**config.mk**
```make
export PLATFORM = sky130hd
export DESIGN_NAME = life_gen_scheduler
export DESIGN_NICKNAME = d
export VERILOG_FILES = /design/src/rtl/life_pkg.sv /design/src/rtl/life_period_timer.sv /design/src/rtl/life_gen_scheduler.sv
export SDC_FILE = /design/constraint.sdc
export NUM_CORES = 1
export LEC_CHECK = 0
export CORE_MARGIN = 4
export CORE_UTILIZATION = 56
export CTS_CLUSTER_DIAMETER = 150
export DETAILED_ROUTE_END_ITERATION = 6
export PLACE_DENSITY = 0.85
export SKIP_LAST_GASP = 1
export SLEW_MARGIN = 20
export SYNTH_ARGS = -nofsm -noshare
export SYNTH_HDL_FRONTEND = slang
export SYNTH_HIERARCHICAL = 1
export SYNTH_SLANG_ARGS = --single-unit
```
**constraint.sdc**
```tcl
create_clock -name clock -period 4.26 [get_ports clock]
set_input_delay 0.852 -clock clock [delete_from_list [all_inputs] [get_ports clock]]
set_output_delay 0.852 -clock clock [all_outputs]
set_load 0.01 [all_outputs]
```
**src/rtl/life_pkg.sv**
```systemverilog
// Shared types and constants for the Game of Life generation scheduler.
package life_pkg;

   typedef enum logic [2:0] {
      ST_IDLE    = 3'b000,
      ST_LOAD    = 3'b001,
      ST_COMPUTE = 3'b010,
      ST_COPY    = 3'b011,
      ST_WAIT    = 3'b100
   } sched_state_t;

   localparam int unsigned CELLS_DEFAULT = 49;
   localparam int unsigned GRID_DIM      = 7;

   // grid_shift_sel encodings
   localparam logic SEL_EXTERNAL = 1'b0;
   localparam logic SEL_RECIRC   = 1'b1;

endpackage

```
**src/rtl/life_period_timer.sv**
```systemverilog
// Loadable down-counter with a zero flag; paces the inter-generation wait.
module life_period_timer #(
   parameter int unsigned W = 8
) (
   input  logic         clock,
   input  logic         reset,
   input  logic         load_i,
   input  logic [W-1:0] load_val_i,
   input  logic         dec_i,
   output logic         zero_o
);

   logic [W-1:0] count_q;

   always_ff @(posedge clock) begin
      if (reset) begin
         count_q <= '0;
      end else if (load_i) begin
         count_q <= load_val_i;
      end else if (dec_i && (count_q != '0)) begin
         count_q <= count_q - W'(1);
      end
   end

   assign zero_o = (count_q == '0);

endmodule

```
**src/rtl/life_gen_scheduler.sv**
```systemverilog
// LOAD / COMPUTE / COPY / WAIT sequencer for the serial-shift Life grid.
// Optional still-life detection is enabled by defining LIFE_STILL_DETECT_EN.
module life_gen_scheduler
   import life_pkg::*;
#(
   parameter int unsigned CELLS    = CELLS_DEFAULT,
   parameter int unsigned PERIOD_W = 8,
   parameter int unsigned GEN_W    = 16
) (
   input  logic                clock,
   input  logic                reset,
`ifdef LIFE_STILL_DETECT_EN
   input  logic                grid_old_bit,
   input  logic                grid_new_bit,
   output logic                still,
`endif
   input  logic                cmd_load,
   input  logic                cmd_step,
   input  logic                cmd_run,
   input  logic                cmd_stop,
   input  logic [PERIOD_W-1:0] period,
   input  logic                bit_in,
   input  logic                bit_valid,
   output logic                bit_ready,
   output logic                grid_shift_en,
   output logic                grid_shift_sel,
   output logic                grid_bit_out,
   output logic                grid_compute,
   output logic [2:0]          state_out,
   output logic [GEN_W-1:0]    gen_count,
   output logic                busy,
   output logic                done
);

   localparam int unsigned CNT_W = (CELLS > 1) ? $clog2(CELLS) : 1;
   localparam logic [CNT_W-1:0] CELL_LAST = CNT_W'(CELLS - 1);

   sched_state_t     state_q, state_d;
   logic [CNT_W-1:0] cell_q, cell_d;
   logic [GEN_W-1:0] gen_q, gen_d;
   logic             running_q, running_d;
   logic             stop_pend_q, stop_pend_d;
   logic             done_q, done_d;
   logic             timer_load, timer_dec, timer_zero;
   logic             cell_last, halt, still_now;

`ifdef LIFE_STILL_DETECT_EN
   logic mism_q, mism_d;
   logic still_q, still_d;
   assign still_now = ~(mism_q | (grid_old_bit ^ grid_new_bit));
   assign still     = still_q;
`else
   assign still_now = 1'b0;
`endif

   // Timer is loaded with period-1 so WAIT lasts exactly period cycles.
   life_period_timer #(.W(PERIOD_W)) u_timer (
      .clock      (clock),
      .reset      (reset),
      .load_i     (timer_load),
      .load_val_i (period - PERIOD_W'(1)),
      .dec_i      (timer_dec),
      .zero_o     (timer_zero)
   );

   always_ff @(posedge clock) begin
      if (reset) begin
         state_q     <= ST_IDLE;
         cell_q      <= '0;
         gen_q       <= '0;
         running_q   <= 1'b0;
         stop_pend_q <= 1'b0;
         done_q      <= 1'b0;
`ifdef LIFE_STILL_DETECT_EN
         mism_q      <= 1'b0;
         still_q     <= 1'b0;
`endif
      end else begin
         state_q     <= state_d;
         cell_q      <= cell_d;
         gen_q       <= gen_d;
         running_q   <= running_d;
         stop_pend_q <= stop_pend_d;
         done_q      <= done_d;
`ifdef LIFE_STILL_DETECT_EN
         mism_q      <= mism_d;
         still_q     <= still_d;
`endif
      end
   end

   always_comb begin
      state_d        = state_q;
      cell_d         = cell_q;
      gen_d          = gen_q;
      running_d      = running_q;
      stop_pend_d    = stop_pend_q;
      done_d         = 1'b0;
      timer_load     = 1'b0;
      timer_dec      = 1'b0;
      bit_ready      = 1'b0;
      grid_shift_en  = 1'b0;
      grid_shift_sel = SEL_EXTERNAL;
      grid_compute   = 1'b0;
      cell_last      = (cell_q == CELL_LAST);
      halt           = ~running_q | stop_pend_q | cmd_stop | still_now;
`ifdef LIFE_STILL_DETECT_EN
      mism_d         = mism_q;
      still_d        = still_q;
`endif

      unique case (state_q)
         ST_IDLE: begin
            if (cmd_load) begin
               state_d = ST_LOAD;
               cell_d  = '0;
               gen_d   = '0;
`ifdef LIFE_STILL_DETECT_EN
               still_d = 1'b0;
`endif
            end else if (cmd_step) begin
               state_d   = ST_COMPUTE;
               running_d = 1'b0;
            end else if (cmd_run) begin
               state_d   = ST_COMPUTE;
               running_d = 1'b1;
            end
         end

         ST_LOAD: begin
            bit_ready = 1'b1;
            if (bit_valid) begin
               grid_shift_en = 1'b1;
               if (cell_last) begin
                  cell_d  = '0;
                  state_d = ST_IDLE;
                  done_d  = 1'b1;
               end else begin
                  cell_d = cell_q + CNT_W'(1);
               end
            end
         end

         ST_COMPUTE: begin
            grid_compute = 1'b1;
            cell_d       = '0;
            state_d      = ST_COPY;
            if (cmd_stop) stop_pend_d = 1'b1;
`ifdef LIFE_STILL_DETECT_EN
            mism_d       = 1'b0;
`endif
         end

         ST_COPY: begin
            grid_shift_en  = 1'b1;
            grid_shift_sel = SEL_RECIRC;
            if (cmd_stop) stop_pend_d = 1'b1;
`ifdef LIFE_STILL_DETECT_EN
            mism_d = mism_q | (grid_old_bit ^ grid_new_bit);
`endif
            if (cell_last) begin
               cell_d = '0;
               gen_d  = gen_q + GEN_W'(1);
               done_d = 1'b1;
`ifdef LIFE_STILL_DETECT_EN
               if (still_now) still_d = 1'b1;
`endif
               if (halt) begin
                  state_d     = ST_IDLE;
                  running_d   = 1'b0;
                  stop_pend_d = 1'b0;
               end else if (period == '0) begin
                  state_d = ST_COMPUTE;
               end else begin
                  state_d    = ST_WAIT;
                  timer_load = 1'b1;
               end
            end else begin
               cell_d = cell_q + CNT_W'(1);
            end
         end

         ST_WAIT: begin
            if (cmd_stop) begin
               state_d     = ST_IDLE;
               running_d   = 1'b0;
               stop_pend_d = 1'b0;
            end else if (timer_zero) begin
               state_d = ST_COMPUTE;
            end else begin
               timer_dec = 1'b1;
            end
         end

         default: begin
            state_d = ST_IDLE;
         end
      endcase
   end

   assign grid_bit_out = bit_in;
   assign state_out    = state_q;
   assign gen_count    = gen_q;
   assign busy         = (state_q != ST_IDLE);
   assign done         = done_q;

endmodule

```
==> impl_metrics.ini, run 1 <==
[drt]
ant_nets = 0
drt_iter0_markers = 119
first_pass_iters = 4
drc_errors = 0
via_count = 1974
routedWlPerCell_um = 14.19
vias_per_cell = 5.806
wl_mm = 4.824

[synthesis]
async_flop_share = 0
yosys_warnings = 6
synth_top_area_frac = 0.3359
yosysUniqueCellTypes = 51
netlist_instances = 256
syn_area_um2 = 2146
avgSynthCellArea_um2 = 8.382
synth_most_common_cell = dfxtp_1
synth_edf_count = 0
yosysTopAreaCell = dfxtp_1
yosysSeqAreaShare = 0.3359
synthTopCellsByArea = dfxtp_1 34%, xor2_1 6.1%, nor2_1 5.8%, ha_1 4.1%, a21oi_1 4.0%
synth_ff_type = dfxtp_1
ys_top_cells_by_count = 36 x dfxtp_1, 33 x nor2_1, 17 x a21oi_1
syn-num-nets = 279
ys_ff_latch = 36

[pwr]
leakagePower_nw = 0.9868
switchingPower_uw = 204.6
cellPowerDensity_nw_per_um2 = 282.4
p_comb_frac = 0.175
ir_drop_mv = 0.1860
p_sw_frac = 0.2759
power_frac_seq = 0.486
clkPwrFrac = 0.338
internal_power_uw = 537.0
power_uw = 741.6

[die]
die_h_um = 69.90
die_area_um2 = 4886
core_area_um2 = 3689
pin_count = 42
die_w_um = 69.90
start_util = 0.5818
num_rows = 22

[critical_path]
critPathKind = primary input to flop
rrSetupSlack_ns = 1.16
worstPathArrival_ns = 3.52
critical-path-top-delay-family = simple AND/OR/NAND/NOR gates
crit_path_top_delay_cell = nor3b_1
required_ns = 4.40
cp_cell_sequence = clkdlybuf4s50_1, nor3b_1, nand2_1, nor3b_1, clkinv_1, nand4b_1, o211ai_1
crit_fanout = 11
setup.worst_path.start_class = primary input
crit_buf_inv = 2
path_common_cell = nor3b_1
cp_slowest_stage_delay_ns = 0.86
end_kind = flop

[global_routing]
grt_pass1_wl_mm = 8.355
grt_overflow = 0
grt_max_degree = 23
grt_antenna_before_repair = 0
track_usage = 0.2068
grt_pass1_vias = 1827

[layout]
finish.instance_area_um2 = 2626
utilization = 0.7120
finalNonFillerCells = 340
syn2layout_area_growth_pct = 22.39
drive_gt1_frac = 0.07877
finalNetCount = 314
antenna_cells = 0

[timing]
setup_viol = 0
setup_tns_ns = 0
fin_skew_ns = 0.009593
fin_crit_ns = 3.378
worst_pin_slew_ns = 1.066
setup_ws_ns = 0.8823
drv_slew = 0
slew_headroom = 0.2881
rsz0062_at_grt = no
max_freq_ghz = 0.2961
hold_violations = 0
finalCritPeriodShare = 0.7929
holdWs_ns = 0.5043

[clock_tree]
cts.htree.levels = 2
tritoncts = built
cts_buffers = 5
postCtsResizedCells = 0
cts_hold_repair.buffers = 0
clk_path_buf_depth = 2
cts.clk_slew.worst_paths_ns = 0.07
post_cts_buffers = 0
clock_latency_ns = 0.29
numClockSinks = 36
root_buffer = clkbuf_8

[placement]
gp_congestion = 0.8920
placed_area_um2 = 2534
port-buffer-count = 39
place_ws_ns = 0.6355
dp.cells = 332
hpwl_mm = 3.623

[job]
maxCapViolations = 0

[status]
status = complete, no violations

[worst_hold_path]
hold_class = flop to flop
==> tightest hold or removal path, stage by stage (launching register included) <==
cell	delay, ns
dfxtp_1	0.33
nand2b_1	0.07
mux2i_1	0.06
==> placed cells by master (no fill, tap or decap), types with 5 or more instances in the layout <==
master           instances
a21oi_1                 17
and3_1                   5
clkbuf_8                 6
clkdlybuf4s50_1         39
dfxtp_1                 36
ha_1                     7
inv_1                   13
nand2_1                 15
nand3_1                  7
nand4_1                 12
nor2_1                  33
nor3b_1                  5
o21ai_0                 11
or3_1                    8
xnor2_1                  6
xor2_1                  15
==> final cells by class <==
class                           count  area [µm²]
Multi-Input combinational cell    195        1310
Fill cell                         311        1062
Sequential cell                    36       720.7
Timing Repair Buffer               39       390.4
Clock buffer                        6       82.58
Tap cell                           48       60.06
Inverter                           14       52.55
Clock inverter                      2       10.01
==> power groups by stage <==
| stage | sequential [mW] | clock [mW] | combinational [mW] |
|---|---|---|---|
| 2_1_floorplan | 0.359 | 0 | 0.0882 |
| 3_3_place_gp | 0.367 | 0 | 0.128 |
| 3_5_place_dp | 0.368 | 0 | 0.130 |
| 4_1_cts | 0.360 | 0.259 | 0.130 |
| 5_1_grt | 0.362 | 0.274 | 0.144 |
| 6_report | 0.361 | 0.251 | 0.130 |
==> registers in the layout, summed over array words and instances (netlist names) <==
signal           count
done                 1
state_out            3
u_timer/count_q      8
cell_q               6
gen_count           16
stop_pend_q          1
running_q            1
==> cells by family after synthesis <==
group | share of synthesized area
buffers and inverters | 0.05364
adder cells (fa/ha/maj) | 0.04081
flip-flops | 0.3359
AO/OA/AOI/OAI | 0.1493
XOR/XNOR | 0.08572
AND/OR/NAND/NOR | 0.3160
multiplexers | 0.01866
==> final timing paths <==
kind,cells past startpoint,start,end
worst max register to register,8,cell_q[0]$_SDFFE_PP0P_,u_timer/count_q[1]$_SDFFE_PP0P_
worst max-delay path,7,cmd_stop,u_timer/count_q[1]$_SDFFE_PP0P_
worst min-delay path,2,running_q$_SDFFE_PP0P_,running_q$_SDFFE_PP0P_
worst min register to register,2,running_q$_SDFFE_PP0P_,running_q$_SDFFE_PP0P_
==> routing by layer <==
metal | track usage | wire length [µm] | vias up
met5 | 0 | 0 | -
met4 | 0.06170 | 36 | 0
met3 | 0.05036 | 297 | 4
met2 | 0.3463 | 2346 | 73
met1 | 0.2621 | 2144 | 900
li1 | - | - | 997
(Power assumes the default switching activity.)
==> run 2: changes to the inputs <==
Settings changed: CORE_UTILIZATION 56 to 52, PLACE_DENSITY 0.85 to 0.8.
Clock period 4.26 ns to 3.4 ns, I/O delays scaled along.
==> impl_metrics.ini, run 2 (synthesized netlist as in run 1, its figures left out) <==
[status]
status = complete, no violations

[worst_hold_path]
hold_class = flop to flop

[timing]
finalCritPeriodShare = 0.8008
slew_headroom = 0.6108
setup_viol = 0
fin_skew_ns = 0.003565
rsz0062_at_grt = no
setup_tns_ns = 0
drv_slew = 0
max_freq_ghz = 0.3673
worst_pin_slew_ns = 0.5838
hold_violations = 0
fin_crit_ns = 2.723

[pwr]
power_frac_seq = 0.502
ir_drop_mv = 0.2147
p_sw_frac = 0.2766
clkPwrFrac = 0.315
switchingPower_uw = 249.0
leakagePower_nw = 0.9872
internal_power_uw = 651.2
cellPowerDensity_nw_per_um2 = 342.4
p_comb_frac = 0.183

[job]
maxCapViolations = 0

[global_routing]
grt_max_degree = 15
grt_antenna_before_repair = 0
grt_pass1_wl_mm = 7.990
grt_overflow = 0
grt_pass1_vias = 1774
track_usage = 0.1937

[clock_tree]
post_cts_buffers = 0
cts.htree.levels = 2
cts_hold_repair.buffers = 0
cts.clk_slew.worst_paths_ns = 0.07
numClockSinks = 36
cts_buffers = 5
clock_latency_ns = 0.28
tritoncts = built
clk_path_buf_depth = 2
postCtsResizedCells = 0
root_buffer = clkbuf_8

[placement]
gp_congestion = 0.8510
port-buffer-count = 39
hpwl_mm = 3.813
dp.cells = 336

[layout]
syn2layout_area_growth_pct = 22.51
finalNonFillerCells = 343
finalNetCount = 316
final_common_cell = clkdlybuf4s50_1
drive_gt1_frac = 0.07850
antenna_cells = 0
layout_common_cells = 39 x clkdlybuf4s50_1, 36 x dfxtp_1, 33 x nor2_1
largest_reg_flops = 16
nFillCells = 341

[drt]
drt_iter0_markers = 111
drc_errors = 0
first_pass_iters = 4
wl_mm = 4.980
via_count = 1967
vias_per_cell = 5.735
routedWlPerCell_um = 14.52
ant_nets = 0

[critical_path]
required_ns = 3.56
setup.worst_path.start_class = flop
crit_path_top_delay_cell = dfxtp_1
path_common_cell = or3b_2
cp_cell_sequence = or3b_2, or3_1, inv_1, or3b_2, nor3_1, mux2i_1, a211oi_1
critPathKind = flop to flop
worstPathArrival_ns = 2.88
crit_fanout = 11
end_kind = flop
cp_slowest_stage_delay_ns = 0.57

[die]
start_util = 0.5364
pin_count = 42
die_w_um = 72.24
num_rows = 23
core_area_um2 = 4000
die_area_um2 = 5219
die_h_um = 72.24
-- run 2: per-stage QoR --
stage	worst slack [ns]	utilization	instance area [µm²]	hold slack, ns	total power [mW]
final	0.6774	0.6572	2629	0.4827	0.9002
after global routing	0.5491	0.6572	2629	0.5084	0.9431
after CTS	0.6945	0.6572	2629	0.4829	0.9098
after detailed placement	0.4388	0.6378	2551	0.4705	0.6260
after global placement	0.5466	0.6378	2551	0.4666	0.6234
after floorplan	0.8619	-	2146	0.4475	0.5607
-- run 2: path summary, 6_finish.rpt --
check | from | end | slack (ns) | cells after the start
worst max-delay path | state_out[2]$_SDFFE_PP0P_ | u_timer/count_q[7]$_SDFFE_PP0P_ | 0.68 | 7
worst min-delay path | running_q$_SDFFE_PP0P_ | running_q$_SDFFE_PP0P_ | 0.48 | 2
worst max register to register | state_out[2]$_SDFFE_PP0P_ | u_timer/count_q[7]$_SDFFE_PP0P_ | 0.68 | 7
worst min register to register | running_q$_SDFFE_PP0P_ | running_q$_SDFFE_PP0P_ | 0.48 | 2
-- run 2: per-layer routing --
| metal | routed length [µm] | global-route usage | up-vias |
|---|---|---|---|
| met3 | 320 | 0.03047 | 4 |
| li1 | - | - | 999 |
| met4 | 43 | 0.07098 | 0 |
| met5 | 0 | 0 | - |
| met2 | 2363 | 0.3256 | 55 |
| met1 | 2252 | 0.2498 | 909 |
-- run 2: power groups by stage --
stage / sequential [mW] / combinational (mW) / clock (mW)
6_report: 0.452 / 0.165 / 0.283
5_1_grt: 0.454 / 0.178 / 0.311
3_3_place_gp: 0.461 / 0.163 / 0
4_1_cts: 0.451 / 0.165 / 0.293
2_1_floorplan: 0.450 / 0.111 / 0
3_5_place_dp: 0.461 / 0.165 / 0
-- run 2: layout make-up --
cell class / instances / area, µm² / share of cell area
flip-flops and latches: 36 / 720.7 / 0.2742
well taps: 50 / 62.56 / 0.02380
clock inverters: 1 / 5.005 / 0.001904
clock buffers: 6 / 72.57 / 0.02761
multi-input cells: 195 / 1310 / 0.4983
repair buffers: 41 / 405.4 / 0.1542
inverters: 14 / 52.55 / 0.01999
-- run 2: critical path: cells and delay by family (launching register included) --
family | cells | cell delay (ns)
AOI/OAI and AO/OA | 1 | 0.08
buffers and inverters | 1 | 0.20
DFF | 1 | 0.57
muxes | 1 | 0.21
and+or+nand+nor | 4 | 1.54
==> run 3: changes to the inputs <==
Clock period 3.4 ns to 2.7 ns, I/O delays scaled along.
==> impl_metrics.ini, run 3 (synthesized netlist as in run 1, its figures left out) <==
[status]
status = complete, no violations

[drt]
drc_errors = 0
vias_per_cell = 5.691
routedWlPerCell_um = 14.35
via_count = 2009
drt_iter0_markers = 90
first_pass_iters = 4
wl_mm = 5.064
ant_nets = 0

[critical_path]
rrSetupSlack_ns = 0.20
cp_slowest_stage_delay_ns = 0.45
rr_worst_depth = 10
setup.worst_path.start_class = flop
critical-path-top-delay-family = simple AND/OR/NAND/NOR gates
crit_fanout = 4
critPathKind = flop to flop
reg2reg_to = u_timer/count_q[3]$_SDFFE_PP0P_
crit_buf_inv = 3
required_ns = 2.88
crit_path_top_delay_cell = or3b_2
worstPathArrival_ns = 2.68
end_kind = flop
r2r-start = u_timer/count_q[0]$_SDFFE_PP0P_
path_common_cell = inv_1
cp_cell_sequence = inv_1, ha_1, inv_1, nor4_1, or3_1, inv_1, or3b_2, o21ai_0, o21ai_0, o21a_1

[pwr]
cellPowerDensity_nw_per_um2 = 443.7
leakagePower_nw = 1.048
power_mw = 1.211
ir_drop_mv = 0.3758

[timing]
rsz0062_at_grt = yes
setup_tns_ns = 0
drv_slew = 0
finalCritPeriodShare = 0.9252
slew_headroom = 0.6510
setup_viol = 0
worst_pin_slew_ns = 0.5219
hold_violations = 0
holdWs_ns = 0.4927
fin_crit_ns = 2.498
fin_skew_ns = 0.004757
max_freq_ghz = 0.4003

[die]
start_util = 0.5364
die_h_um = 72.24
num_rows = 23
die_area_um2 = 5219
core_area_um2 = 4000
die_w_um = 72.24
pin_count = 42

[placement]
dp.cells = 346
placed_area_um2 = 2626
gp_congestion = 0.8724
port-buffer-count = 39
hpwl_mm = 3.846

[worst_hold_path]
worstHoldPathCells = 2
min_from = running_q$_SDFFE_PP0P_
hold_class = flop to flop
worst_hold_path.endpoint = running_q$_SDFFE_PP0P_

[clock_tree]
cts_buffers = 5
cts_hold_repair.buffers = 0
tritoncts = built
cts.htree.levels = 2
post_cts_buffers = 0
clk_path_buf_depth = 2
postCtsResizedCells = 0
numClockSinks = 36
root_buffer = clkbuf_8
clock_latency_ns = 0.28
cts.clk_slew.worst_paths_ns = 0.07

[global_routing]
track_usage = 0.2103
grt_max_degree = 15
grt_pass1_vias = 1917
grt_overflow = 0
grt_antenna_before_repair = 0
grt_pass1_wl_mm = 8.707

[layout]
antenna_cells = 0
syn2layout_area_growth_pct = 27.17
finish.instance_area_um2 = 2729
largest_reg_flops = 16
finalNetCount = 326
finalNonFillerCells = 353
drive_gt1_frac = 0.1155
layout_common_cells = 39 x clkdlybuf4s50_1, 36 x dfxtp_1, 33 x nor2_1
final_common_cell = clkdlybuf4s50_1

[job]
maxCapViolations = 0
-- run 3: cell type report --
class	count	area [µm²]
clock buffers	7	96.34
fillers	352	1271
repair buffers	51	480.5
flip-flops and latches	36	720.7
well taps	50	62.56
multi-input cells	195	1316
inverters	14	52.55
-- run 3: metrics by stage --
stage                     setup slack (ns)    util
after CTS                           0.2205  0.6806
after detailed placement            0.1226  0.6566
after global placement              0.1601  0.6566
after floorplan                     0.1619       -
after global routing              -0.02084  0.6822
final                               0.2020  0.6822
-- run 3: report_power, final --
part           total [mW]  switching, mW  internal (mW)
Combinational       0.240          0.126          0.115
Clock               0.417          0.189          0.227
Sequential          0.554         0.0106          0.543
-- run 3: routing by layer --
layer | global-route usage | vias to the layer above | part of all wire
li1 | - | 1023 | -
met1 | 0.2731 | 910 | 0.45
met2 | 0.3478 | 74 | 0.47
met3 | 0.04986 | 2 | 0.080
met4 | 0.05846 | 0 | 0.0028
met5 | 0 | - | 0
-- run 3: how the worst max path moves through the flow --
stage / to / cells after the start / from
after floorplan: u_timer/count_q[7]$_SDFFE_PP0P_ / 8 / state_out[2]$_SDFFE_PP0P_
after global placement: u_timer/count_q[7]$_SDFFE_PP0P_ / 7 / cmd_stop
after detailed placement: u_timer/count_q[5]$_SDFFE_PP0P_ / 7 / cmd_stop
after CTS: u_timer/count_q[5]$_SDFFE_PP0P_ / 10 / u_timer/count_q[0]$_SDFFE_PP0P_
after global routing: u_timer/count_q[7]$_SDFFE_PP0P_ / 10 / u_timer/count_q[0]$_SDFFE_PP0P_
final: u_timer/count_q[3]$_SDFFE_PP0P_ / 10 / u_timer/count_q[0]$_SDFFE_PP0P_
-- run 3: worst reg2reg max path: cells and delay by family, from the launching register on --
kind	cells	cell delay [ns]
flip-flops	1	0.37
adder cells (fa/ha/maj)	1	0.21
AO/OA/AOI/OAI	3	0.54
buffers and inverters	3	0.33
AND/OR/NAND/NOR	3	0.95
